===== src/rtl/door_timer.sv =====
// rtl/door_timer.sv - tick-driven elevator door sequencer
// Phases are measured in prescaler ticks; a closing door reverses by the distance it has travelled.
module door_timer #(
  parameter int OPEN_TICKS = 5,
  parameter int MOVE_TICKS = 3,
  parameter int WIDTH      = 4
) (
  input  logic             clk,
  input  logic             nrst,
  input  logic             tick,
  input  logic             stopped,
  input  logic             open_req,
  input  logic             obstruct,
  output logic             motor_open,
  output logic             motor_close,
  output logic             door_closed,
  output logic             door_open,
  output logic [WIDTH-1:0] ticks_left
);

  typedef enum logic [1:0] {
    CLOSED  = 2'd0,
    OPENING = 2'd1,
    OPEN    = 2'd2,
    CLOSING = 2'd3
  } state_t;

  localparam logic [WIDTH-1:0] OPEN_LOAD = WIDTH'(OPEN_TICKS);
  localparam logic [WIDTH-1:0] MOVE_LOAD = WIDTH'(MOVE_TICKS);
  localparam logic [WIDTH-1:0] ONE       = WIDTH'(1);

  state_t           state, state_n;
  logic [WIDTH-1:0] timer, timer_n;
  logic             req;
  logic             phase_end;
  logic             dec;
  logic [WIDTH-1:0] elapsed;

  assign req       = open_req | obstruct;
  assign phase_end = tick && (timer == ONE);
  // Never decrement below 1: the phase ends at 1 instead of wrapping.
  assign dec       = tick && (timer > ONE);
  assign elapsed   = MOVE_LOAD - timer;

  always_ff @(posedge clk or negedge nrst) begin
    if (!nrst) begin
      state <= CLOSED;
      timer <= '0;
    end else begin
      state <= state_n;
      timer <= timer_n;
    end
  end

  always_comb begin
    state_n = state;
    timer_n = timer;
    unique case (state)
      CLOSED: begin
        timer_n = '0;
        if (stopped && req) begin
          state_n = OPENING;
          timer_n = MOVE_LOAD;
        end
      end
      OPENING: begin
        if (phase_end) begin
          state_n = OPEN;
          timer_n = OPEN_LOAD;
        end else if (dec) begin
          timer_n = timer - ONE;
        end
      end
      OPEN: begin
        if (req) begin
          timer_n = OPEN_LOAD;
        end else if (phase_end) begin
          state_n = CLOSING;
          timer_n = MOVE_LOAD;
        end else if (dec) begin
          timer_n = timer - ONE;
        end
      end
      CLOSING: begin
        // Reversal reopens by exactly the distance already closed.
        if (req) begin
          if (elapsed != '0) begin
            state_n = OPENING;
            timer_n = elapsed;
          end else begin
            state_n = OPEN;
            timer_n = OPEN_LOAD;
          end
        end else if (phase_end) begin
          state_n = CLOSED;
          timer_n = '0;
        end else if (dec) begin
          timer_n = timer - ONE;
        end
      end
      default: begin
        state_n = CLOSED;
        timer_n = '0;
      end
    endcase
  end

  assign door_closed = (state == CLOSED);
  assign motor_open  = (state == OPENING);
  assign door_open   = (state == OPEN);
  assign motor_close = (state == CLOSING);
  assign ticks_left  = timer;

endmodule


===== config.mk =====
export PLATFORM = sky130hd
export DESIGN_NAME = door_timer
export DESIGN_NICKNAME = d
export VERILOG_FILES = /design/src/rtl/door_timer.sv
export SDC_FILE = /design/constraint.sdc
export NUM_CORES = 1
export LEC_CHECK = 0
export BUFFER_PORTS_ARGS = -buffer_cell sky130_fd_sc_hd__buf_2
export CORE_MARGIN = 2
export CORE_UTILIZATION = 25
export CTS_BUF_LIST = sky130_fd_sc_hd__clkbuf_16
export DETAILED_ROUTE_END_ITERATION = 12
export GPL_TIMING_DRIVEN = 0
export PLACE_DENSITY = 0.5
export SLEW_MARGIN = 0
export SYNTH_ARGS = -nofsm -noshare
export SYNTH_HDL_FRONTEND = slang
export SYNTH_SLANG_ARGS = --single-unit

===== constraint.sdc =====
create_clock -name clk -period 1.3 [get_ports clk]
set_input_delay 0.195 -clock clk [delete_from_list [all_inputs] [get_ports clk]]
set_output_delay 0.195 -clock clk [all_outputs]
set_load 0.02 [all_outputs]

==> out/qor.yml <==
timing:
  final.setup.tns_ps: -313.4
  maxSlewHeadroom_pct: 80.07
  period_share_pct: 107.8
  fmax_ghz: 0.7139
  worst_pin_slew_ps: 295.9
  clock_skew_ps: 1.905
  hold_viol: 0
  rsz0062_at_grt: "true"
  slew_violations: 0
  fin_crit_ps: 1401
  worst_slack_ps: -100.9
  setup_violations: 6
power_and_ir_drop:
  power_switching_share_pct: 42.21
  p_int_mw: 1.511
  clkPwrFrac_pct: 19.0
  switchingPower_mw: 1.104
  power_mw: 2.615
  p_comb_share_pct: 66.0
  seq_power_share_pct: 15.0
  p_per_area_nw_per_um2: 2816
  leakage_nw: 0.3893
  ir_worst_vdd_mv: 1.469
setup_path:
  arrival_ps: 1510
  reg2reg_to: "ticks_left[2]"
  r2r_start: "ticks_left[2]"
  cp_data_required_time_ps: 1410
  ff2ff_path_depth: 6
  endpoint_kind: "register"
  startpoint_type: "register"
  path_class: "reg -> reg"
  critPathMaxFanout: 4
  ff2ff_setup_slack_ps: -100
synth:
  yosysWarnings: 0
  synth.top_cell.area_share_pct: 27.71
  yosys_register_bits: 6
  synth_area_leaders: "dfrtp_1, ha_1, o21ai_0"
  yosysMostFrequentCell: "o21ai_0"
  yosysTopAreaCell: "dfrtp_1"
  synthArstFlopShare_pct: 100.0
  synth_nets: 76
  syn_area_um2: 541.8
  synth.distinct_cells: 28
  synth_edf_count: 0
  synth-seq-area-share_pct: 27.71
  synth_top_flop_cell: "dfrtp_1"
  syn_inst: 65
  synth.avg_cell_area_um2: 8.335
  netlist_top_cells_count: "o21ai_0, dfrtp_1, inv_1, nand2_1, ha_1"
drt:
  drc: 0
  wl_per_cell_um: 12.49
  vias: 544
  vias_per_cell: 4.610
  drt_iter0_drc: 10
  wirelength_mm: 1.474
  first_pass_iters: 4
  postRouteAntennaNets: 0
clock_network:
  clk_path_buf_depth: 2
  cts_max_level: 1
  clk_latency_ps: 230
  cts.sinks: 6
  numCtsBuffers: 3
  clk_pin_slew_worst_paths_ps: 30
  cts_tree: "yes"
  cts_root_buf: "clkbuf_16"
run:
  cap_violations: 0
layout:
  n_antenna_cell: 0
  nets: 103
  syn2layout_area_growth_pct: 71.36
  num-fill-cells: 190
  final-seq-area_um2: 155.1
  drive_gt1_share_pct: 57.14
  multi_input_area_um2: 469.2
floorplanning:
  die_h_um: 50.55
  dieArea_um2: 2555
  start_util_pct: 27.06
  core_um2: 2002
  ios: 14
  rows: 16
  die_x_um: 50.55
placement:
  preCtsSetupSlack_ps: -116.0
  hpwl_mm: 1.065
  port_buffers: 13
  gp_congestion: 0.7799
run_status:
  violations: "negative setup slack"
  outcome: "finished, violations left"
global_route:
  grt_pass1_wl_mm: 2.484
  grt_max_degree: 11
  gr-total-overflow: 0
  grt_usage_pct: 13.31
  grt_pass1_vias: 553
  antenna_found_initial: 0
hold_path:
  hp-class: "in -> async"
-- placed cells by master, fill, tap and decap left out, types with 2 or more instances in the layout --
master / count
buf_4: 12
buf_2: 10
o21ai_0: 7
nand2_1: 5
dfrtp_2: 4
inv_1: 3
inv_4: 3
ha_4: 3
clkbuf_16: 3
nand3_2: 2
xnor2_1: 2
nor2_1: 2
o21ai_1: 2
a21oi_1: 2
a22oi_1: 2
dfrtp_1: 2
-- cells by family after synthesis --
kind of cell	count (synthesis)	synth area share, %
adder cells (fa/ha/maj)	5	11.55
buffers and inverters	8	6.466
AND/OR/NAND/NOR	20	19.86
flip-flops	6	27.71
XOR/XNOR	3	4.851
AO/OA/AOI/OAI	23	29.56
-- per-stage QoR --
step	utilization, %	instance area, um2	std cells	hold WS, ps
floorplan	-	575.6	65	-100.6
global placement	33.69	674.4	105	20.24
detailed placement	33.69	674.4	105	19.55
CTS	42.44	849.6	117	311.1
global route	46.38	928.4	118	344.4
finish	46.38	928.4	118	313.6
-- worst max-delay path, stage by stage, from the launching register on --
cell and delay [ps]:
dfrtp_2 390, inv_4 50, ha_4 180, nand3b_1 200, xnor2_2 180, a21oi_1 90, a31o_1 190
-- worst max-delay path by stage --
stage                        startpoint             to  slack [ps]  cells past startpoint
after floorplan           ticks_left[2]  ticks_left[2]         -70                      6
after global placement    ticks_left[1]  ticks_left[0]        -120                      6
after detailed placement  ticks_left[1]  ticks_left[0]        -120                      6
after CTS                 ticks_left[0]  ticks_left[1]         -90                      5
after global routing      ticks_left[0]  ticks_left[1]        -160                      6
final                     ticks_left[2]  ticks_left[2]        -100                      6
-- power by group through the flow --
| stage | clock network (mW) | logic, mW | registers, mW |
|---|---|---|---|
| finish | 0.496 | 1.73 | 0.393 |
| global route | 0.527 | 1.88 | 0.408 |
| CTS | 0.507 | 1.46 | 0.387 |
| detailed placement | 0 | 1.21 | 0.382 |
| global placement | 0 | 1.21 | 0.381 |
| floorplan | 0 | 0.837 | 0.442 |
-- what timing repair did --
action,4_1_cts,5_1_grt
endpoints found under the hold margin,6,0
setup buffers,7,1
setup endpoints to repair,7,10
hold buffers,1,0
gates resized for setup,6,20
pin swaps,7,9
-- metal layers --
metal  routed length [um]  GRT usage (%)
met1                  744          17.65
met2                  660          20.83
met3                   38          1.488
met4                   31          7.658
met5                    0              0
-- sequential cells by signal (all words and copies together) (netlist names) --
name,flops
state,2
ticks_left,4
-- area by class of cell --
class	count	share of cell area, %
multi-input combinational	51	50.54
sequential	6	16.71
timing repair buffer	22	15.36
clock buffer	3	8.086
tap	27	3.639
inverter	6	3.235
buffer	2	2.022
clock inverter	1	0.4043
(Power assumes the default switching activity.)
